**src/rtl/conv_output_collector.sv**
```systemverilog
// conv_output_collector: captures the convolver's output stream into an
// on-chip feature-map buffer in raster order, then drains it downstream over
// a valid/ready stream with a last marker.
// Optional build macro: CONV_COLLECT_RELU_EN -- rectify samples at the write
// port (negative values are stored as zero).
module conv_output_collector #(
  parameter int N       = 16,
  parameter int OUT_DIM = 8,
  parameter int ADDR_W  = 7
) (
  input  logic         clk,
  input  logic         sclr,
  input  logic         ce,
  input  logic         start,
  input  logic [N-1:0] conv_op,
  input  logic         valid_conv,
  input  logic         end_conv,
  output logic [N-1:0] m_data,
  output logic         m_valid,
  input  logic         m_ready,
  output logic         m_last,
  output logic         busy,
  output logic         done,
  output logic         short_frame,
  output logic         dropped
);

  localparam int DEPTH = OUT_DIM * OUT_DIM;
  localparam int IDX_W = (DEPTH > 1) ? $clog2(DEPTH) : 1;
  localparam logic [ADDR_W-1:0] LAST_IDX = ADDR_W'(DEPTH - 1);
  localparam logic [ADDR_W-1:0] FULL_CNT = ADDR_W'(DEPTH);
  localparam logic [ADDR_W-1:0] ONE      = ADDR_W'(1);

  typedef enum logic [1:0] {
    IDLE    = 2'd0,
    CAPTURE = 2'd1,
    DRAIN   = 2'd2
  } state_t;

  state_t state, state_next;

  logic [N-1:0]      mem [0:DEPTH-1];
  logic [ADDR_W-1:0] wr_ptr;
  logic [ADDR_W-1:0] rd_ptr;
  logic [ADDR_W-1:0] count;
  logic [ADDR_W-1:0] end_count;
  logic [ADDR_W-1:0] rd_addr;
  logic [N-1:0]      wr_data;
  logic              wr_en;
  logic              wr_last;
  logic              frame_end;
  logic              handshake;
  logic              load;

  // Write-side qualifiers: a capture needs ce; the final write closes a full frame.
  assign wr_en     = (state == CAPTURE) && ce && valid_conv;
  assign wr_last   = wr_en && (wr_ptr == LAST_IDX);
  // end_conv closes a short frame; a coincident final write wins as a full frame.
  assign frame_end = (state == CAPTURE) && end_conv && !wr_last;
  assign end_count = wr_ptr + {{(ADDR_W-1){1'b0}}, wr_en};

  // Read side: rd_ptr is the index of the presented word. The first read of a
  // drain fetches index 0; each accepted non-final word prefetches the next.
  assign handshake = m_valid && m_ready;
  assign load      = (state == DRAIN) && (!m_valid || (handshake && !m_last));
  assign rd_addr   = m_valid ? (rd_ptr + ONE) : rd_ptr;

  assign busy = (state != IDLE);

`ifdef CONV_COLLECT_RELU_EN
  assign wr_data = conv_op[N-1] ? '0 : conv_op;
`else
  assign wr_data = conv_op;
`endif

  // State register.
  always_ff @(posedge clk or posedge sclr) begin
    if (sclr) state <= IDLE;
    else      state <= state_next;
  end

  // Next-state logic.
  always_comb begin
    state_next = state;
    unique case (state)
      IDLE:    if (start) state_next = CAPTURE;
      CAPTURE: begin
        if (wr_last)        state_next = DRAIN;
        else if (frame_end) state_next = (end_count == '0) ? IDLE : DRAIN;
      end
      DRAIN:   if (handshake && m_last) state_next = IDLE;
      default: state_next = IDLE;
    endcase
  end

  // Buffer write port (contents deliberately survive reset).
  always_ff @(posedge clk) begin
    if (wr_en) mem[wr_ptr[IDX_W-1:0]] <= wr_data;
  end

  // Capture bookkeeping: write pointer, frame length, status flags, done pulse.
  always_ff @(posedge clk or posedge sclr) begin
    if (sclr) begin
      wr_ptr      <= '0;
      count       <= '0;
      short_frame <= 1'b0;
      dropped     <= 1'b0;
      done        <= 1'b0;
    end else begin
      done <= (frame_end && (end_count == '0)) || (handshake && m_last);
      if ((state == IDLE) && start) begin
        wr_ptr      <= '0;
        short_frame <= 1'b0;
        dropped     <= 1'b0;
      end
      if (wr_en) wr_ptr <= wr_ptr + ONE;
      if (wr_last) begin
        count <= FULL_CNT;
      end else if (frame_end) begin
        count       <= end_count;
        short_frame <= 1'b1;
      end
      // Any sample offered outside CAPTURE has nowhere to go.
      if (ce && valid_conv && (state != CAPTURE)) dropped <= 1'b1;
    end
  end

  // Drain: registered buffer read feeding the output stream; holds while stalled.
  always_ff @(posedge clk or posedge sclr) begin
    if (sclr) begin
      rd_ptr  <= '0;
      m_data  <= '0;
      m_valid <= 1'b0;
      m_last  <= 1'b0;
    end else begin
      if (state != DRAIN) rd_ptr <= '0;
      else if (load)      rd_ptr <= rd_addr;
      if (load) begin
        m_data  <= mem[rd_addr[IDX_W-1:0]];
        m_valid <= 1'b1;
        m_last  <= (rd_addr == (count - ONE));
      end else if (handshake) begin
        m_valid <= 1'b0;
        m_last  <= 1'b0;
      end
    end
  end

endmodule

```
**config.mk**
```make
export PLATFORM = sky130hd
export DESIGN_NAME = conv_output_collector
export DESIGN_NICKNAME = d
export VERILOG_FILES = /design/src/rtl/conv_output_collector.sv
export SDC_FILE = /design/constraint.sdc
export NUM_CORES = 1
export LEC_CHECK = 0
export ABC_AREA = 1
export CORE_ASPECT_RATIO = 0.9
export CORE_MARGIN = 1.5
export CORE_UTILIZATION = 40
export DETAILED_ROUTE_END_ITERATION = 6
export SYNTH_ARGS = -nofsm -noshare
export SYNTH_HDL_FRONTEND = slang
export SYNTH_SLANG_ARGS = --single-unit
```
**constraint.sdc**
```tcl
create_clock -name clk -period 2.8 [get_ports clk]
set_input_delay 0.56 -clock clk [delete_from_list [all_inputs] [get_ports clk]]
set_output_delay 0.56 -clock clk [all_outputs]
set_load 0.03 [all_outputs]
```
# Yosys cells after proc, flatten, opt, wreduce, memory -nomap -nowiden
# Memories as Yosys holds them, arrays and structs flattened. A register that Yosys moved wholly into a read port is not among the register bits.
# Cells that the tools add are included.
# totals
mem_bits_rw	1024
input_bits	23
memories	1
elab_cells	73
reg_bits	28
out_inout_bits	22
# memory_table
name	words	width	read_ports	rd_clocked_by_memory_dff	wr	line	source
mem	64	16	1	1	1	42	logic [N-1:0] mem [0:DEPTH-1];
# op_classes
mux	23
eq_ne	9
addsub	4
reduce_logical	27
# ops
operator	count
7-bit two-way mux	7
7-bit by 1-bit adder with 7-bit output (second input constant)	2
1-bit logical AND	13
2-bit nonzero test	6
1-bit two-way mux	10
2-bit two-way mux	5
7-bit by 1-bit adder with 7-bit output	1
7-bit by 6-bit equality test with 1-bit output (second input constant)	1
7-bit equality test	1
7-bit logical NOT	1
7-bit by 1-bit subtractor with 7-bit output (second input constant)	1
2-bit one-hot mux with 3 select lines	1
2-bit by 1-bit != test with 1-bit output (second input constant)	2
2-bit != test (second input constant)	2
1-bit logical NOT	3
3-bit != test (second input constant)	1
3-bit AND reduction	1
2-bit by 1-bit equality test with 1-bit output (second input constant)	1
2-bit equality test (second input constant)	1
2-bit logical NOT	1
1-bit logical OR	2

# Longest topological paths before layout
# Gate-level depths: netlist (run 1).
# depth
depth_word	9
depth_mapped	17
ltp_nobuf	14

# Worst setup path after synthesis (run 1)
# Ideal clock, no wire load.
# synth_path
path_kind	input port to flip-flop
startpoint	input port valid_conv
endpoint	memory mem[63][0] (enable)
path_buffers	0
arrival_ns	2.025
setup_slack_ns	0.386
cell_stages	6
setup_ns	0.388
required_ns	2.412
cell_sequence	nand3_1 -> nor2_1 -> nand2_1 -> nor2_1 -> inv_1 -> nor2_1
# synth_via
elab_chain_len	3
# synth_rtl
element	line	source
start: declaration	16	input logic valid_conv,
1-bit logical AND	56	assign wr_en = (state == CAPTURE) && ce && valid_conv;
1-bit two-way mux	98	if (wr_en) mem[wr_ptr[IDX_W-1:0]] <= wr_data;
1-bit two-way mux (implied by the code)	98	
end: declaration	42	
# Every way passes these cells.

# Worst setup path after layout (run 1)
# layout_path
startpoint	register rd_ptr[0]
endpoint	register m_data[7] (read register of mem)
# layout_via
elab_chain_len	2
# layout_rtl
element	line	source
start: declaration	44	logic [ADDR_W-1:0] rd_ptr;
start signal: assignment	137	else if (load) rd_ptr <= rd_addr;
7-bit by 1-bit adder with 7-bit output	66	assign rd_addr = m_valid ? (rd_ptr + ONE) : rd_ptr;
7-bit two-way mux (*)	66	
end: declaration	18	output logic [N-1:0] m_data,
# Mark *: on every way between the ends. The rest lies on a longest branch, timed or not.
# A chain may end at the register's enable or synchronous reset.

==> summary.txt, run 1 <==
Status
  – Outcome: completed

Placement
  – Final GP Congestion: 0.887
  – Placed wire-length estimate: 77200 um
  – IO Port Bufs: 44
  – Area after DPL: 0.0502 mm2

Timing
  – Period minus WS final: 2.66 ns
  – Tightest Pin Transition: 0.794 ns
  – Max-slew headroom: 0.471
  – Fmax: 376 MHz
  – Hold Slack: 0.238 ns
  – RSZ-0062 raised after global routing: false
  – Max Slew Vio Count: 0
  – Final Hold Viols: 0
  – Fin crit share: 0.951
  – Final setup violation count: 0
  – Fin Clk Skew: 0.0341 ns
  – Total negative slack: 0 ns

Route
  – Vias per cell: 5.18
  – Vias: 30500
  – Final wirelength: 124000 um
  – # DRC: 0
  – Detail Route Antenna Nets: 0
  – Detailed-route wire length per cell: 21.2 um
  – Initial DRC Count: 2955
  – TritonRoute pass-1 iters: 5

CTS
  – Setup bufs post-CTS: 0
  – Deepest clock path buffer count: 3
  – Total CTS buffers: 108
  – CTS root buffer: clkbuf_16
  – Reg clk slew, reported paths: 0.07 ns
  – Clk sink count: 1068
  – Clock Latency Late Sink: 0.69 ns
  – CTS H-Tree Depth: 3
  – CTS tree: yes
  – Hold-fix buffers, CTS: 0
  – Number of gates resized after cts: 0

Global route
  – Initial antenna violation count: 4
  – First-pass GRT wire length: 186000 um
  – GRT overflow: 0
  – Largest net degree at the start of global routing: 106
  – GRT Util Overall: 0.212
  – Vias in the first global route: 28900

Worst setup path
  – Setup crit end kind: flip-flop
  – Arrival time at the worst endpoint: 3.30 ns
  – Setup Crit Path Kind: reg -> reg
  – Reg2Reg Depth: 12
  – Critical path peak fanout: 32
  – CP Launch Type: flip-flop
  – Critical Path RT: 3.43 ns

Floorplanning
  – Starting Density: 0.403
  – Core area: 0.115 mm2
  – Die ar.: 0.117 mm2
  – Die Ht: 325 um
  – Die width: 361 um
  – Num rows: 118
  – Top Ports: 45

Logic synthesis
  – XOR/XNOR Fraction of Synth Area: 0.00393
  – Compound-gate portion of the synthesized area: 0.0372
  – Mux share of post-synthesis cell area: 0
  – Post-synth EDFFs: 1024
  – Synth Area in Simple Gates: 0.183
  – Yosys cell types: 36
  – Synth Instances: 4175
  – Ranking of synthesized cells by area: edfxtp_1 67%, nand3_1 9.1%, nand2_1 6.6%
  – Mapped cell area: 0.0462 mm2
  – Syn_area_per_cell: 11.1 um2
  – Yosys warning count: 0
  – Largest family of logic cells by synthesized area: simple AND/OR/NAND/NOR gates
  – Register area share after synthesis: 0.690
  – Flop and latch count out of synthesis: 1068
  – Async set-reset flop share out of synthesis: 0.0412
  – Main synth FF type: edfxtp_1
  – Largest area contributor in the netlist: edfxtp_1
  – Net Count, Synth: 4204
  – Synth Area in Adders: 0.00163
  – Yosys top cell area share: 0.666

Power and ir drop
  – P_leak: 21.1 nW
  – Pwr/cell area: 777 mW/mm2
  – Sw frac: 0.314
  – Logic pwr share: 0.239
  – Overall Power: 41.5 mW
  – Int Power: 28.5 mW
  – Sw Pwr: 13.0 mW
  – Reg power frac: 0.433
  – Max IR drop VDD: 0.582 mV
  – Clock share of power: 0.328

Cells and area
  – Syn-to-layout area delta: 15.7%
  – Design area: 0.0534 mm2
  – Most common cell after layout, fill and taps aside: edfxtp_1
  – Most frequent cells in the layout: 1024 x edfxtp_1, 838 x nand3_1, 810 x nand2_1
  – Share of cells above drive strength 1: 0.0879
  – ANT cells: 0
  – Final net count: 4325
  – Number of fill cells in the layout: 10300

Min path
  – Tightest Hold Check Type: in -> async

Run
  – Max-cap viol count: 0
[cell families after synthesis]
kind of cell / after synthesis
compound gates: 281
flops: 1068
xor+xnor: 19
simple gates: 1855
buf+inv: 946
fa+ha+maj: 6
[power by group through the flow]
stage | clock (mW) | combinational (mW) | sequential, mW
after floorplan | 0 | 6.01 | 18.4
after global placement | 0 | 9.72 | 18.3
after detailed placement | 0 | 9.83 | 18.3
after CTS | 13.8 | 9.87 | 18.0
after global routing | 14.5 | 10.8 | 18.0
final | 13.6 | 9.92 | 18.0
[worst paths after layout]
kind | startpoint | end | slack (ns)
hold reg to reg | dropped$_DFFE_PP0P_ | dropped$_DFFE_PP0P_ | 0.52
setup reg to reg | rd_ptr[0]$_DFFE_PP0P_ | m_data[7]$_DFFE_PP0P_ | 0.14
min in group clk | conv_op[0] | mem[33][0]$_DFFE_PP_ | 0.28
max in group asynchronous | sclr | m_data[11]$_DFFE_PP0P_ | 1.94
setup / recovery | rd_ptr[0]$_DFFE_PP0P_ | m_data[7]$_DFFE_PP0P_ | 0.14
hold / removal | sclr | done$_DFF_PP0_ | 0.24
[per-stage QoR]
step                      worst slack [ns]  cells   util
after global routing                0.0134   5882  0.466
after floorplan                      0.386   4175      -
final                                0.138   5882  0.466
after global placement               0.120   5686  0.437
after detailed placement             0.107   5686  0.437
after CTS                            0.222   5882  0.466
[routing by layer]
metal / track usage / share of wire
met1: 0.314 / 0.45
met2: 0.313 / 0.44
met3: 0.0387 / 0.082
met4: 0.0686 / 0.032
met5: 0 / 0
[flip-flops by register name, indices dropped and copies added (netlist names)]
register	cells
wr_ptr	7
dropped	1
m_last	1
short_frame	1
m_valid	1
m_data	16
state	2
done	1
count	7
mem	1024
rd_ptr	7
[synth_stat cells (2+ instances only)]
cell,n
buf_4,21
nand2_1,810
nor2_1,91
xor2_1,15
o211ai_1,106
nand3b_1,100
nand4_1,6
dfrtp_1,44
a21oi_1,67
o21ai_1,46
xor2_2,2
inv_1,696
ha_1,6
o22ai_1,11
inv_2,6
buf_2,131
o21ai_0,45
xnor2_1,2
nand3_1,838
nand2_2,2
nor3_1,3
nand2_4,2
buf_6,16
edfxtp_1,1024
clkbuf_1,64
buf_1,11
[worst max-delay path, stage by stage, from the launching register on]
cell     delay (ns)
dfrtp_1        0.40
ha_1           0.36
o21ai_4        0.23
buf_12         0.19
buf_12         0.24
nand3_1        0.13
nand3_1        0.11
nand3_1        0.09
nand3_1        0.20
nand3_1        0.26
nand2_1        0.15
nand2_1        0.11
nand2_1        0.07
[area by class of cell]
type | instances | area [um2] | share of cell area
flip-flops and latches | 1068 | 31900 | 0.596
multi-input cells | 2161 | 10500 | 0.196
repair buffers | 254 | 3300 | 0.0618
clock buffers | 149 | 2950 | 0.0552
inverters | 703 | 2650 | 0.0495
well taps | 1500 | 1880 | 0.0351
clock inverters | 47 | 328 | 0.00613
(Power assumes the default switching activity.)
==> run 2, diff against run 1 <==
--- a/config.mk
+++ b/config.mk
@@ -6,10 +6,12 @@
 export NUM_CORES = 1
 export LEC_CHECK = 0
 export ABC_AREA = 1
+export CAP_MARGIN = 40
 export CORE_ASPECT_RATIO = 0.9
 export CORE_MARGIN = 1.5
 export CORE_UTILIZATION = 40
 export DETAILED_ROUTE_END_ITERATION = 6
+export PLACE_DENSITY = 0.54
 export SYNTH_ARGS = -nofsm -noshare
 export SYNTH_HDL_FRONTEND = slang
 export SYNTH_SLANG_ARGS = --single-unit
==> summary.txt, run 2 (same netlist as run 1, synthesis figures left out) <==
Floorplanning
  – Core area: 0.115 mm2
  – Top Ports: 45
  – Num rows: 118
  – Starting Density: 0.403
  – Die ar.: 0.117 mm2
  – Die width: 361 um
  – Die Ht: 325 um

Timing
  – Fin crit share: 0.950
  – Hold Slack: 0.217 ns
  – Final Hold Viols: 0
  – RSZ-0062 raised after global routing: false
  – Max Slew Vio Count: 0
  – Period minus WS final: 2.66 ns
  – Tightest Pin Transition: 0.778 ns
  – Fmax: 376 MHz
  – Total negative slack: 0 ns
  – Max-slew headroom: 0.482
  – Final setup violation count: 0
  – Final WS setup: 0.139 ns
  – Fin Clk Skew: 0.0279 ns

Placement
  – IO Port Bufs: 44
  – Placed wire-length estimate: 80500 um
  – Area after DPL: 0.0505 mm2
  – Final GP Congestion: 0.910
  – Placement Setup Slack: -0.106 ns
  – Cell count after placement: 5724

CTS
  – CTS tree: yes
  – CTS root buffer: clkbuf_16
  – Clk sink count: 1068
  – Reg clk slew, reported paths: 0.06 ns
  – Deepest clock path buffer count: 3
  – Clock Latency Late Sink: 0.70 ns
  – CTS H-Tree Depth: 3
  – Total CTS buffers: 112
  – Setup bufs post-CTS: 0

Route
  – WL met1: 61000 um
  – Detail Route Antenna Nets: 0
  – Vias per cell: 5.18
  – Initial DRC Count: 3303
  – # DRC: 0
  – TritonRoute pass-1 iters: 6
  – Vias: 30700
  – Detailed-route wire length per cell: 22.2 um
  – Wire length on met2: 58800 um
  – Final wirelength: 132000 um
  – DR top layer: met4
  – Met3 wire length: 8600 um

Global route
  – Vias in the first global route: 28900
  – First-pass GRT wire length: 195000 um
  – GRT Util Overall: 0.224
  – Initial antenna violation count: 4
  – Largest net degree at the start of global routing: 68
  – GRT overflow: 0

Power and ir drop
  – Clock share of power: 0.332
  – Sw Pwr: 13.3 mW
  – Sw frac: 0.316
  – Logic pwr share: 0.240
  – Reg power frac: 0.428
  – Pwr/cell area: 780 mW/mm2
  – P_leak: 21.4 nW
  – Int Power: 28.8 mW
  – Overall Power: 42.1 mW
  – Max IR drop VDD: 0.677 mV

Cells and area
  – Flip-flop count of the largest register after layout: 1024
  – Fin util: 0.470
  – Share of cells above drive strength 1: 0.0987
  – Final net count: 4369
  – Most frequent cells in the layout: 1024 x edfxtp_1, 837 x nand3_1, 810 x nand2_1
  – Most common cell after layout, fill and taps aside: edfxtp_1
  – Number of fill cells in the layout: 10300
  – Design area: 0.0539 mm2
  – Finished Layout Cells: 5929
  – Syn-to-layout area delta: 16.8%

Run
  – Max-cap viol count: 0

Worst setup path
  – Critical Path RT: 3.39 ns
  – Critical path peak fanout: 31
  – Arrival time at the worst endpoint: 3.25 ns
  – Setup Crit Path Kind: reg -> reg
  – Setup crit end kind: flip-flop
  – CP Launch Type: flip-flop

Status
  – Outcome: completed

Min path
  – Tightest Hold Check Type: in -> reg
run 2: power by group through the flow:
stage	Combinational, mW	Clock, mW	Sequential (mW)
5_1_grt	11.0	14.8	18.0
3_5_place_dp	10.0	0	18.3
4_1_cts	10.1	14.2	18.0
6_report	10.1	14.0	18.0
2_1_floorplan	6.01	0	18.4
3_3_place_gp	9.92	0	18.3
run 2: area by class of cell:
cell class / count / area, um2 / share of cell area
Inverter: 703 / 2650 / 0.0491
Clock buffer: 141 / 2980 / 0.0552
Multi-Input combinational cell: 2161 / 10500 / 0.195
Timing Repair Buffer: 294 / 3690 / 0.0684
Tap cell: 1500 / 1880 / 0.0348
Sequential cell: 1068 / 31900 / 0.590
Clock inverter: 60 / 385 / 0.00714
Antenna cell: 2 / 5.00 / 0.0000928
run 2: worst paths after layout:
| kind | slack, ns | from | cells after the start | end |
|---|---|---|---|---|
| setup / recovery | 0.14 | rd_ptr[0]$_DFFE_PP0P_ | 16 | m_data[9]$_DFFE_PP0P_ |
| hold / removal | 0.22 | conv_op[15] | 1 | mem[60][15]$_DFFE_PP_ |
| setup reg to reg | 0.14 | rd_ptr[0]$_DFFE_PP0P_ | 16 | m_data[9]$_DFFE_PP0P_ |
| hold reg to reg | 0.50 | short_frame$_DFF_PP0_ | 2 | short_frame$_DFF_PP0_ |
| max in group asynchronous | 1.96 | sclr | 3 | rd_ptr[2]$_DFFE_PP0P_ |
| min in group asynchronous | 0.35 | sclr | 3 | dropped$_DFFE_PP0P_ |
run 2: layer usage:
layer  up-vias  GRT usage
met5         -          0
met4         0     0.0589
met3       188     0.0382
met2       899      0.340
met1     15100      0.331
li1      14500          -
run 2: worst max-delay path: stages, from the launching register on:
cell	delay, ns
dfrtp_1	0.38
buf_4	0.16
inv_2	0.10
nand2_8	0.07
nand2_8	0.20
buf_12	0.20
buf_16	0.20
buf_4	0.18
nand2_1	0.05
nand3_1	0.06
nand3_1	0.09
nand3_1	0.14
nand3_1	0.23
nand3_1	0.25
nand2_1	0.08
nand2_1	0.06
nand2_1	0.04
run 2: timing repair:
item	4_1_cts	5_1_grt
endpoints found under the setup margin	0	3
hold buffers	0	0
gates resized for setup	0	3
